**src/rtl/scan_mux_pkg.sv**
```systemverilog
// Shared types and helpers for the scanning N:1 channel multiplexer.
// Holds the controller state encoding and the select-width helper.
package scan_mux_pkg;

  typedef enum logic [1:0] {
    IDLE        = 2'd0,
    MANUAL_HOLD = 2'd1,
    SCAN        = 2'd2,
    DONE        = 2'd3
  } state_t;

  function automatic int clog2(input int v);
    int r;
    r = 0;
    while ((1 << r) < v) r++;
    return r;
  endfunction

endpackage

```
**src/rtl/scan_mux_nx1_mux.sv**
```systemverilog
// Combinational channel extractor: picks one W-bit slice of the packed bus.
// An index past the last channel returns zero and raises out_of_range.
module mux_nx1
  import scan_mux_pkg::*;
#(
  parameter int N = 5,
  parameter int W = 3,
  localparam int SW = (clog2(N) < 1) ? 1 : clog2(N)
) (
  input  logic [N*W-1:0] in,
  input  logic [SW-1:0]  idx,
  output logic [W-1:0]   val,
  output logic           out_of_range
);

  always_comb begin
    val          = '0;
    out_of_range = (int'(idx) >= N);
    for (int k = 0; k < N; k++) begin
      if (int'(idx) == k) val = in[k*W +: W];
    end
  end

endmodule

```
**src/rtl/scan_mux_nx1.sv**
```systemverilog
// N:1 multiplexer with manual capture and an automatic valid/ready scan
// that reports the signed max/min of the channels seen in each scan.
module scan_mux_nx1
  import scan_mux_pkg::*;
#(
  parameter int N = 5,
  parameter int W = 3,
  localparam int SW = (clog2(N) < 1) ? 1 : clog2(N)
) (
  input  logic           clk,
  input  logic           rst_n,
  input  logic [N*W-1:0] in,
  input  logic [SW-1:0]  sel,
  input  logic           mode,
  input  logic           load,
  input  logic           start,
  output logic [W-1:0]   out,
  output logic [SW-1:0]  out_ch,
  output logic           out_valid,
  input  logic           out_ready,
  output logic           sel_err,
  output logic           scan_done,
  output logic [W-1:0]   max_val,
  output logic [W-1:0]   min_val
);

  state_t state, state_nxt;

  logic [SW-1:0]        mux_idx;
  logic [W-1:0]         mux_val;
  logic                 mux_oor;
  logic signed [W-1:0]  val_s;
  logic signed [W-1:0]  acc_max, acc_min;
  logic                 accept;
  logic                 present, first, clr_valid, enter_done, err;

  // Strict compares so that a tie keeps the value seen first.
  function automatic logic signed [W-1:0] pick_max(input logic signed [W-1:0] a,
                                                    input logic signed [W-1:0] b);
    return (b > a) ? b : a;
  endfunction

  function automatic logic signed [W-1:0] pick_min(input logic signed [W-1:0] a,
                                                    input logic signed [W-1:0] b);
    return (b < a) ? b : a;
  endfunction

  assign accept = out_valid && out_ready;
  assign val_s  = mux_val;

  // During a scan the mux always looks one channel ahead so the next value
  // is ready to load on the same edge that the current one is accepted.
  assign mux_idx = (state == SCAN) ? (out_ch + SW'(1)) :
                   (mode ? '0 : sel);

  mux_nx1 #(.N(N), .W(W)) u_mux (
    .in           (in),
    .idx          (mux_idx),
    .val          (mux_val),
    .out_of_range (mux_oor)
  );

  always_ff @(posedge clk or negedge rst_n) begin
    if (!rst_n) state <= IDLE;
    else        state <= state_nxt;
  end

  always_comb begin
    state_nxt  = state;
    present    = 1'b0;
    first      = 1'b0;
    clr_valid  = 1'b0;
    enter_done = 1'b0;
    err        = 1'b0;
    case (state)
      IDLE: begin
        if (mode) begin
          if (start) begin
            present   = 1'b1;
            first     = 1'b1;
            state_nxt = SCAN;
          end
        end else if (load) begin
          if (mux_oor) begin
            err = 1'b1;
          end else begin
            present   = 1'b1;
            state_nxt = MANUAL_HOLD;
          end
        end
      end
      MANUAL_HOLD: begin
        if (accept) begin
          clr_valid = 1'b1;
          state_nxt = IDLE;
        end
      end
      SCAN: begin
        if (accept) begin
          if (int'(out_ch) == N - 1) begin
            clr_valid  = 1'b1;
            enter_done = 1'b1;
            state_nxt  = DONE;
          end else begin
            present = 1'b1;
          end
        end
      end
      DONE:    state_nxt = IDLE;
      default: state_nxt = IDLE;
    endcase
  end

  always_ff @(posedge clk or negedge rst_n) begin
    if (!rst_n) begin
      out       <= '0;
      out_ch    <= '0;
      out_valid <= 1'b0;
      sel_err   <= 1'b0;
      scan_done <= 1'b0;
      max_val   <= '0;
      min_val   <= '0;
      acc_max   <= '0;
      acc_min   <= '0;
    end else begin
      sel_err   <= err;
      scan_done <= enter_done;
      if (present) begin
        out       <= mux_val;
        out_ch    <= mux_idx;
        out_valid <= 1'b1;
      end else if (clr_valid) begin
        out_valid <= 1'b0;
      end
      if (first) begin
        acc_max <= val_s;
        acc_min <= val_s;
      end else if (present && state == SCAN) begin
        acc_max <= pick_max(acc_max, val_s);
        acc_min <= pick_min(acc_min, val_s);
      end
      if (enter_done) begin
        max_val <= acc_max;
        min_val <= acc_min;
      end
    end
  end

endmodule

```
**config.mk**
```make
export PLATFORM = sky130hd
export DESIGN_NAME = scan_mux_nx1
export DESIGN_NICKNAME = d
export VERILOG_FILES = /design/src/rtl/scan_mux_pkg.sv /design/src/rtl/scan_mux_nx1_mux.sv /design/src/rtl/scan_mux_nx1.sv
export SDC_FILE = /design/constraint.sdc
export NUM_CORES = 1
export LEC_CHECK = 0
export BUFFER_PORTS_ARGS = -buffer_cell sky130_fd_sc_hd__clkbuf_2
export CORE_MARGIN = 5
export CORE_UTILIZATION = 30
export CTS_CLUSTER_SIZE = 28
export DETAILED_ROUTE_END_ITERATION = 6
export PLACE_DENSITY = 0.51
export SLEW_MARGIN = 20
export SYNTH_ARGS = -nofsm -noshare
export SYNTH_HDL_FRONTEND = slang
export SYNTH_SLANG_ARGS = --single-unit
```
**constraint.sdc**
```tcl
create_clock -name clk -period 3.73 [get_ports clk]
set_input_delay 0.1865 -clock clk [delete_from_list [all_inputs] [get_ports clk]]
set_output_delay 0.1865 -clock clk [all_outputs]
set_load 0.01 [all_outputs]
```
==> key figures, run 1 <==
Outcome
  • Status: finished, final reports clean

Routing
  • DR pass1 iterations: 4
  • Iter 0 DRT Violations: 64
  • Drt drc: 0
  • Wire per inst: 13.4 um
  • Routed via count: 1247
  • Remaining antenna violation count: 0
  • Vias per inst: 4.81
  • Total Wirelength: 3.46 mm

Power and ir drop
  • P_leak: 0.000889 uW
  • P per Cell Area: 780 nW/um^2
  • Tot Pwr: 1410 uW
  • Maximum vdd drop: 0.318 mV

Synthesis
  • Post-synthesis adder-cell area fraction: 0.0850
  • Most instantiated cells after synthesis: dfrtp_1, nand2_1, mux2_2
  • Post-Synth Simple-Gate Area: 0.163
  • Area leader, netlist: dfrtp_1
  • Synthesized area: 1470 sq um
  • Synth Instances: 150
  • Avg Inst Size Synth: 9.81 sq um
  • Count leader, synth: dfrtp_1
  • Synth Area in Compound Gates: 0.152
  • Post-synth top flop: dfrtp_1
  • Synth Area in XOR/XNOR: 0.0111
  • Sequential fraction of the synthesis area: 0.391
  • Synth area leaders: dfrtp_1, mux2_2, ha_1, nand2_1, a21oi_1
  • Post-synthesis cell type count: 41
  • Synth top area share: 0.391
  • Ys async rst share: 1.00
  • Flops & latches, synth: 23
  • Yosys Warn Count: 0
  • Syn_nets: 184
  • Main combinational cell family by area after synthesis: simple AND/OR/NAND/NOR gates
  • Post-synth EDFFs: 0
  • Multiplexer share of the synthesized area: 0.149

Place
  • HPWL Detailed: 2.80 mm
  • Port Buffers: 38
  • Final Wtd Congestion: 0.759

Floorplan
  • Die Height: 80.0 um
  • DIE AREA: 6410 sq um
  • Core Region: 4750 sq um
  • Initial core utilization: 0.309
  • Top-Level Pins: 39
  • Die X: 80.0 um
  • Rows: 25

GRT
  • First-pass GRT wire length: 5.64 mm
  • Initial antenna violation count: 0
  • Total gr overflow: 0
  • Vias in the first global route: 1204
  • GRT Util Overall: 0.114
  • Largest net degree at the start of global routing: 24

Critical path
  • R2R depth: 14
  • Reg2reg end: acc_max[2]
  • RR Startpoint: state[0]
  • CP endpoint kind: flip-flop
  • CP Data Required Time: 3.89 ns
  • Worst Setup Start Kind: flip-flop
  • CP max FO: 10
  • R2r setup slk: 0.30 ns
  • Crit path kind: reg2reg
  • Worst Path Arrival: 3.59 ns

STA
  • Max Clk Rate: 292 MHz
  • Setup TNS: 0 ns
  • Least-Margin Pin Slew: 0.615 ns
  • Fin Clk Skew: 0.00523 ns
  • Final cycle utilization of the critical path: 0.919
  • Max-Slew Margin vs Limit: 0.589
  • RSZ-0062 raised after global routing: no
  • Final min period: 3.43 ns
  • Slew Limit Fails: 0
  • Hold Vio Cnt, Final: 0
  • Final setup viols: 0

CTS
  • Root Driver: clkbuf_8
  • Clk Latency, worst-skew pair: 0.27 ns
  • Setup Buffers After CTS: 0
  • Clk buf depth: 2
  • CTS Buf Count: 3
  • CTS tree: built
  • CTS H-tree lvls: 1
  • CTS sink count: 23
  • Clock transition at the registers of the reported paths: 0.09 ns

Final layout
  • Fillers: 510
  • Final net count: 227
  • Diodes inserted: 0
  • Share of layout cells above drive strength 1: 0.365
  • Synthesis-to-finish area growth: 23.1%

Min path
  • Hold path depth: 3
  • WHS Endpoint: sel_err
  • Worst min path class: in2reg
  • Hold Crit Start: load

Run
  • Max-cap violations: 0
power by group:
| group | switching, uW | internal (uW) |
|---|---|---|
| registers | 74.8 | 350 |
| logic | 456 | 371 |
| clock network | 85.3 | 75.7 |
what timing repair did:
| action | 4_1_cts | 5_1_grt |
|---|---|---|
| endpoints found under the setup margin | 0 | 3 |
| gates resized for setup | 0 | 2 |
| hold buffers | 1 | 0 |
| endpoints found under the hold margin | 23 | 0 |
logic make-up after synthesis:
kind of cell | after synthesis
buffers and inverters | 16
XOR/XNOR | 1
flip-flops | 23
AND/OR/NAND/NOR | 46
AO/OA/AOI/OAI | 34
multiplexers | 20
adder cells (fa/ha/maj) | 10
registers in the layout, indices dropped and copies added (netlist names):
register and cells:
acc_max 3, acc_min 3, max_val 3, min_val 3
out 3, out_ch 3, state 2, out_valid 1
scan_done 1, sel_err 1
cells in the final DEF (no fill, tap or decap), types with 2 or more instances in the layout:
cell,count
nor3_1,2
mux2_2,13
nor2_1,9
or3b_4,2
nor3b_1,2
mux2i_1,5
dfrtp_1,23
mux2_1,2
o21ai_1,4
o21ai_0,4
ha_1,10
nand3_1,7
clkbuf_2,38
a31oi_1,2
nand2_1,15
a21oi_1,10
buf_4,3
clkbuf_8,3
inv_1,12
critical path: stages, from the launching register on:
cell and delay (ns):
dfrtp_1 0.38, inv_1 0.09, ha_1 0.32, or3b_4 0.46
nand2_4 0.14, nor2_2 0.08, and2_0 0.15, o31ai_1 0.38
ha_1 0.30, nand2_1 0.06, o311ai_0 0.11, o21ai_0 0.09
nand2_1 0.07, a21oi_1 0.31, mux2_2 0.38
worst max-delay path by stage:
stage,startpoint,to,cells past startpoint
detailed placement,state[0],acc_max[2],14
global route,state[0],acc_max[2],12
CTS,state[0],acc_max[2],14
floorplan,state[0],acc_max[1],15
global placement,state[0],acc_max[2],14
finish,state[0],acc_max[2],14
layout make-up:
cell class | count | area [sq um] | share of cell area
Clock buffer | 3 | 41.3 | 0.0228
Clock inverter | 1 | 7.51 | 0.00414
Inverter | 12 | 45.0 | 0.0249
Multi-Input combinational cell | 111 | 836 | 0.461
Sequential cell | 23 | 576 | 0.318
Tap cell | 67 | 83.8 | 0.0463
Timing Repair Buffer | 42 | 223 | 0.123
stage by stage:
| step | util | cell area (sq um) | instances | hold WS (ns) | worst slack [ns] |
|---|---|---|---|---|---|
| after floorplan | - | 1470 | 150 | -0.109 | 0.526 |
| after CTS | 0.379 | 1800 | 259 | 0.168 | 0.0994 |
| after detailed placement | 0.366 | 1740 | 254 | 0.216 | 0.105 |
| after global routing | 0.381 | 1810 | 259 | 0.174 | 0.0215 |
| final | 0.381 | 1810 | 259 | 0.176 | 0.303 |
| after global placement | 0.366 | 1740 | 254 | 0.227 | 0.177 |
routing by layer:
| metal | vias up | GRT usage | routed length [um] |
|---|---|---|---|
| li1 | 622 | - | - |
| met5 | - | 0 | 0 |
| met4 | 0 | 0.0304 | 44 |
| met3 | 7 | 0.0372 | 159 |
| met1 | 596 | 0.148 | 1600 |
| met2 | 22 | 0.183 | 1650 |
No activity file was read; power rests on OpenSTA's default activity.
==> inputs of run 2 (changes only) <==
--- a/config.mk
+++ b/config.mk
@@ -10,7 +10,7 @@
 export CORE_UTILIZATION = 30
 export CTS_CLUSTER_SIZE = 28
 export DETAILED_ROUTE_END_ITERATION = 6
-export PLACE_DENSITY = 0.51
+export PLACE_DENSITY = 0.57
 export SLEW_MARGIN = 20
 export SYNTH_ARGS = -nofsm -noshare
 export SYNTH_HDL_FRONTEND = slang
==> key figures, run 2 (synthesis gave the netlist of run 1 again) <==
Floorplan
  • Top-Level Pins: 39 (unchanged)
  • Rows: 25 (unchanged)
  • Die Height: 80.0 um (unchanged)
  • Die X: 80.0 um (unchanged)
  • Initial core utilization: 0.309 (unchanged)
  • DIE AREA: 6410 sq um (unchanged)
  • Core Region: 4750 sq um (unchanged)

Outcome
  • Status: finished, final reports clean

Routing
  • Routed via count: 1202 (-3.6%)
  • Drt drc: 0 (unchanged)
  • Total Wirelength: 3.39 mm (-1.9%)
  • DR pass1 iterations: 4 (unchanged)
  • Iter 0 DRT Violations: 80 (+25%)
  • Vias per inst: 4.66 (-3.2%)
  • Remaining antenna violation count: 0 (unchanged)
  • Wire per inst: 13.1 um (-1.5%)

Final layout
  • Share of layout cells above drive strength 1: 0.356 (-0.00856)
  • Most frequent cells in the layout: clkbuf_2, dfrtp_1, nand2_1
  • Diodes inserted: 0 (unchanged)
  • Synthesis-to-finish area growth: 21.9%
  • Commonest non-fill, non-tap cell in the layout: clkbuf_2
  • Fillers: 488 (-4.3%)
  • Final net count: 226 (-0.44%)
  • Fin cells: 258 (-0.39%)

STA
  • Slew Limit Fails: 0 (unchanged)
  • Final cycle utilization of the critical path: 0.933 (+0.0141)
  • Max-Slew Margin vs Limit: 0.414 (-0.175)
  • RSZ-0062 raised after global routing: no
  • Least-Margin Pin Slew: 0.879 ns (+0.264 ns)
  • Final min period: 3.48 ns (+0.0527 ns)
  • Fin Clk Skew: 0.00319 ns (-0.00204 ns)
  • Setup TNS: 0 ns (unchanged)
  • Hold Vio Cnt, Final: 0 (unchanged)
  • Final setup viols: 0 (unchanged)
  • Max Clk Rate: 287 MHz (-1.5%)

Power and ir drop
  • Sw Pwr: 598 uW (-2.9%)
  • Logic gate share of total power: 0.579 (-0.007)
  • Maximum vdd drop: 0.310 mV (-2.6%)
  • Internal Pwr Total: 783 uW (-1.7%)
  • Flop pwr share: 0.306 (+0.006)
  • Clock share of power: 0.115 (about the same)
  • P_leak: 0.000882 uW (-0.80%)
  • Switching Fraction: 0.433 (-0.00317)
  • P per Cell Area: 771 nW/um^2 (-1.2%)

Critical path
  • Critical path's slowest cell: or3b_4
  • CP endpoint kind: flip-flop
  • Delay-heaviest family, CP: simple AND/OR/NAND/NOR gates
  • Crit path kind: reg2reg
  • CP Data Required Time: 3.89 ns (about the same)
  • Ordered cell list for the critical path: inv_1 -> ha_1 -> or3b_4 -> nand2_4 -> mux2i_1 -> mux2_2 -> o21ai_1 -> ha_1 -> nor2b_1 -> o311ai_0 -> o21ai_0 -> nand2_1 -> a21oi_1 -> mux2_2
  • Worst Path Arrival: 3.64 ns (+0.05 ns)
  • Critical path's largest stage delay: 0.46 ns (about the same)
  • CP bufs+invs: 1 (unchanged)
  • Worst Setup Start Kind: flip-flop
  • CP max FO: 9 (-1)

GRT
  • Largest net degree at the start of global routing: 24 (unchanged)
  • GRT Util Overall: 0.110 (-0.00412)
  • First-pass GRT wire length: 5.55 mm (-1.6%)
  • Total gr overflow: 0 (unchanged)
  • Vias in the first global route: 1149 (-4.6%)
  • Initial antenna violation count: 0 (unchanged)

CTS
  • Clock transition at the registers of the reported paths: 0.09 ns (about the same)
  • CTS sink count: 23 (unchanged)
  • CTS Buf Count: 3 (unchanged)
  • Root Driver: clkbuf_8
  • Clk buf depth: 2 (unchanged)
  • Clk Latency, worst-skew pair: 0.27 ns (about the same)
  • CTS tree: built
  • CTS H-tree lvls: 1 (unchanged)
  • Post-CTS Resized: 0 (unchanged)

Place
  • Post-Place Cells: 253 (-0.39%)
  • Port Buffers: 38 (unchanged)
  • Final Wtd Congestion: 0.806 (+6.2%)
  • HPWL Detailed: 2.74 mm (-2.1%)

Run
  • Max-cap violations: 0 (unchanged)

Min path
  • Worst min path class: in2reg
[run 2: layout make-up]
| type | count | area [sq um] | share of cell area |
|---|---|---|---|
| well taps | 67 | 83.8 | 0.0468 |
| repair buffers | 41 | 215 | 0.120 |
| clock inverters | 1 | 7.51 | 0.00419 |
| multi-input cells | 111 | 825 | 0.460 |
| inverters | 12 | 45.0 | 0.0251 |
| clock buffers | 3 | 41.3 | 0.0230 |
| flip-flops and latches | 23 | 576 | 0.321 |
[run 2: worst paths after layout]
kind	start	end	slack (ns)	depth (start not counted)
max	state[0]	acc_max[2]	0.25	14
min	load	sel_err	0.19	3
max reg2reg	state[0]	acc_max[2]	0.25	14
min reg2reg	out[0]	out[0]	0.51	2
max in group asynchronous	rst_n	state[1]	2.90	2
min in group asynchronous	rst_n	max_val[2]	0.45	2
[run 2: repair_timing]
| item | 4_1_cts | 5_1_grt |
|---|---|---|
| hold buffers | 1 | 0 |
| endpoints found under the hold margin | 23 | 0 |
| setup buffers | 0 | 0 |
[run 2: layer usage]
layer,global-route usage,part of all wire
met1,0.152,0.48
met2,0.173,0.47
met3,0.0316,0.046
met4,0.0186,0.0065
met5,0,0
[run 2: power by group through the flow]
stage / registers [uW] / logic (uW) / clock network, uW
final: 423 / 800 / 159
after global routing: 438 / 900 / 179
after CTS: 424 / 806 / 167
after detailed placement: 429 / 801 / 0
after global placement: 427 / 796 / 0
after floorplan: 439 / 577 / 0
[run 2: worst reg2reg max path, delay by kind of cell, from the launching register on]
| family | cells | cell delay (ns) |
|---|---|---|
| AO/OA/AOI/OAI | 4 | 0.78 |
| adder cells (fa/ha/maj) | 2 | 0.61 |
| buffers and inverters | 1 | 0.09 |
| flip-flops | 1 | 0.39 |
| multiplexers | 3 | 0.69 |
| AND/OR/NAND/NOR | 4 | 0.81 |
[run 2: metrics by stage]
stage,total power [uW],worst slack [ns],util,cell area (sq um),hold WS [ns]
2_1_floorplan,1020,0.526,-,1470,-0.109
3_3_place_gp,1220,0.345,0.365,1730,0.222
3_5_place_dp,1230,0.246,0.365,1730,0.224
4_1_cts,1400,0.235,0.377,1790,0.186
5_1_grt,1520,0.0289,0.377,1790,0.222
6_report,1380,0.250,0.377,1790,0.192
==> inputs of run 3 (changes only) <==
--- a/config.mk
+++ b/config.mk
@@ -6,11 +6,13 @@
 export NUM_CORES = 1
 export LEC_CHECK = 0
 export BUFFER_PORTS_ARGS = -buffer_cell sky130_fd_sc_hd__clkbuf_2
+export CORE_ASPECT_RATIO = 1.1
 export CORE_MARGIN = 5
 export CORE_UTILIZATION = 30
 export CTS_CLUSTER_SIZE = 28
 export DETAILED_ROUTE_END_ITERATION = 6
 export PLACE_DENSITY = 0.57
+export REMOVE_ABC_BUFFERS = 1
 export SLEW_MARGIN = 20
 export SYNTH_ARGS = -nofsm -noshare
 export SYNTH_HDL_FRONTEND = slang
==> key figures, run 3 (synthesis gave the netlist of run 1 again) <==
Outcome
  • Status: finished, final reports clean

GRT
  • First-pass GRT wire length: 5.62 mm (+1.1%)
  • Largest net degree at the start of global routing: 24 (unchanged)
  • Initial antenna violation count: 0 (unchanged)
  • Total gr overflow: 0 (unchanged)
  • Vias in the first global route: 1175 (+2.3%)
  • GRT Util Overall: 0.107 (-0.00321)

Critical path
  • CP max FO: 9 (unchanged)
  • Worst Path Arrival: 3.52 ns (-0.12 ns)
  • RR Startpoint: state[0]
  • R2r setup slk: 0.37 ns (+0.12 ns)
  • CP endpoint kind: flip-flop
  • Crit path kind: reg2reg
  • Critical path's largest stage delay: 0.40 ns (-0.06 ns)
  • Critical path's slowest cell: dfrtp_1
  • Reg2reg end: acc_max[2]
  • CP Data Required Time: 3.88 ns (about the same)
  • R2R depth: 14 (unchanged)
  • Ordered cell list for the critical path: inv_1 -> ha_1 -> nor3b_1 -> a21oi_1 -> or2b_1 -> and2_0 -> o31ai_1 -> ha_1 -> nand2_1 -> o311ai_0 -> o21ai_0 -> nand2_1 -> a21oi_1 -> mux2_2
  • Worst Setup Start Kind: flip-flop

Final layout
  • Area taken by multi-input logic gates: 825 sq um (unchanged)
  • Fillers: 490 (+0.41%)
  • Share of layout cells above drive strength 1: 0.363 (+0.00667)
  • Diodes inserted: 0 (unchanged)
  • Most frequent cells in the layout: clkbuf_2, dfrtp_1, nand2_1
  • FF+latch area: 576 sq um (unchanged)
  • Commonest non-fill, non-tap cell in the layout: clkbuf_2
  • Final net count: 228 (+0.88%)
  • Fin cells: 249 (-3.5%)
  • Cell area after layout: 1790 sq um (about the same)
  • Synthesis-to-finish area growth: 21.8% (about the same)

Power and ir drop
  • P per Cell Area: 777 nW/um^2 (+0.87%)
  • Maximum vdd drop: 0.392 mV (+26%)
  • P_leak: 0.000895 uW (+1.5%)

Run
  • Max-cap violations: 0 (unchanged)

Routing
  • Drt drc: 0 (unchanged)
  • Vias per inst: 4.94 (+6.0%)
  • Routed via count: 1230 (+2.3%)
  • Wire per inst: 13.4 um (+1.9%)
  • Total Wirelength: 3.34 mm (-1.6%)
  • Remaining antenna violation count: 0 (unchanged)
  • DR pass1 iterations: 4 (unchanged)
  • Iter 0 DRT Violations: 27 (-66%)

STA
  • Setup TNS: 0 ns (unchanged)
  • Max-Slew Margin vs Limit: 0.604 (+0.190)
  • Final cycle utilization of the critical path: 0.901 (-0.0317)
  • Least-Margin Pin Slew: 0.592 ns (-0.287 ns)
  • Max Clk Rate: 297 MHz (+3.5%)
  • Final setup viols: 0 (unchanged)
  • Fin Clk Skew: 0.00544 ns (+0.00226 ns)
  • RSZ-0062 raised after global routing: no
  • Hold Vio Cnt, Final: 0 (unchanged)
  • Final min period: 3.36 ns (-0.118 ns)
  • Hold Slack: 0.181 ns (-0.0111 ns)
  • Slew Limit Fails: 0 (unchanged)

CTS
  • CTS tree: built
  • CTS Buf Count: 3 (unchanged)
  • Root Driver: clkbuf_8
  • Setup Buffers After CTS: 0 (unchanged)
  • CTS sink count: 23 (unchanged)
  • CTS H-tree lvls: 1 (unchanged)
  • Clock transition at the registers of the reported paths: 0.09 ns (about the same)
  • Clk buf depth: 2 (unchanged)
  • Clk Latency, worst-skew pair: 0.27 ns (about the same)

Place
  • Final Wtd Congestion: 0.885 (+9.8%)
  • Post-Place Cells: 244 (-3.6%)
  • Port Buffers: 38 (unchanged)
  • HPWL Detailed: 2.71 mm (-1.3%)
  • Cell Area, Placed: 1740 sq um (about the same)

Floorplan
  • DIE AREA: 6410 sq um (about the same)
  • Initial core utilization: 0.312 (+0.00246)
  • Core Region: 4720 sq um (-0.79%)
  • Rows: 26 (+4.0%)
  • Die Height: 83.5 um (+4.3%)
  • Die X: 76.8 um (-4.1%)
  • Top-Level Pins: 39 (unchanged)

Min path
  • Hold Crit Start: load
  • Worst min path class: in2reg
  • WHS Endpoint: sel_err
  • Hold path depth: 3 (unchanged)
## run 3: cell types whose count changed in the layout (fill, tap and decap cells not counted)
cell and delta:
buf_4 +2, clkinv_2 +1, clkinvlp_4 -1
## run 3: stage by stage
step	worst slack (ns)	power (uW)	utilization
floorplan	0.438	999	-
global placement	0.386	1250	0.368
detailed placement	0.354	1250	0.368
CTS	0.287	1420	0.380
global route	0.139	1550	0.380
finish	0.368	1390	0.380
## run 3: area by class of cell
| cell class | instances | share of cell area |
|---|---|---|
| multi-input combinational | 111 | 0.460 |
| sequential | 23 | 0.321 |
| timing repair buffer | 43 | 0.128 |
| tap | 56 | 0.0391 |
| inverter | 12 | 0.0251 |
| clock buffer | 3 | 0.0230 |
| clock inverter | 1 | 0.00279 |
## run 3: what timing repair did
| action | in CTS | in global routing |
|---|---|---|
| hold buffers | 1 | 0 |
| endpoints found under the hold margin | 23 | 0 |
| gates resized for setup | 0 | 0 |
## run 3: worst max path at each step
stage | end | startpoint | cells after the start
2_1_floorplan | acc_max[1] | state[0] | 14
3_3_place_gp | acc_max[1] | state[0] | 14
3_5_place_dp | acc_max[1] | state[0] | 12
4_1_cts | acc_max[2] | state[0] | 12
5_1_grt | acc_max[1] | state[0] | 12
6_report | acc_max[2] | state[0] | 14
## run 3: metal layers
metal  GRT usage  vias to the layer above  part of all wire
met3      0.0281                        2             0.049
met4      0.0286                        0            0.0072
met5           0                        -                 0
met2       0.176                       22              0.50
met1       0.138                      581              0.44
li1            -                      625                 -
## run 3: report_power, final
part	internal, uW	switching, uW
Clock	74.6	81.9
Sequential	350	73.5
Combinational	371	442
## run 3: critical path: cells and delay by family (launching register included)
family                     cells  cell delay [ns]
AOI/OAI and AO/OA              5             1.09
and+or+nand+nor                5             0.67
adders and majority gates      2             0.60
DFF                            1             0.40
muxes                          1             0.38
buffers and inverters          1             0.10
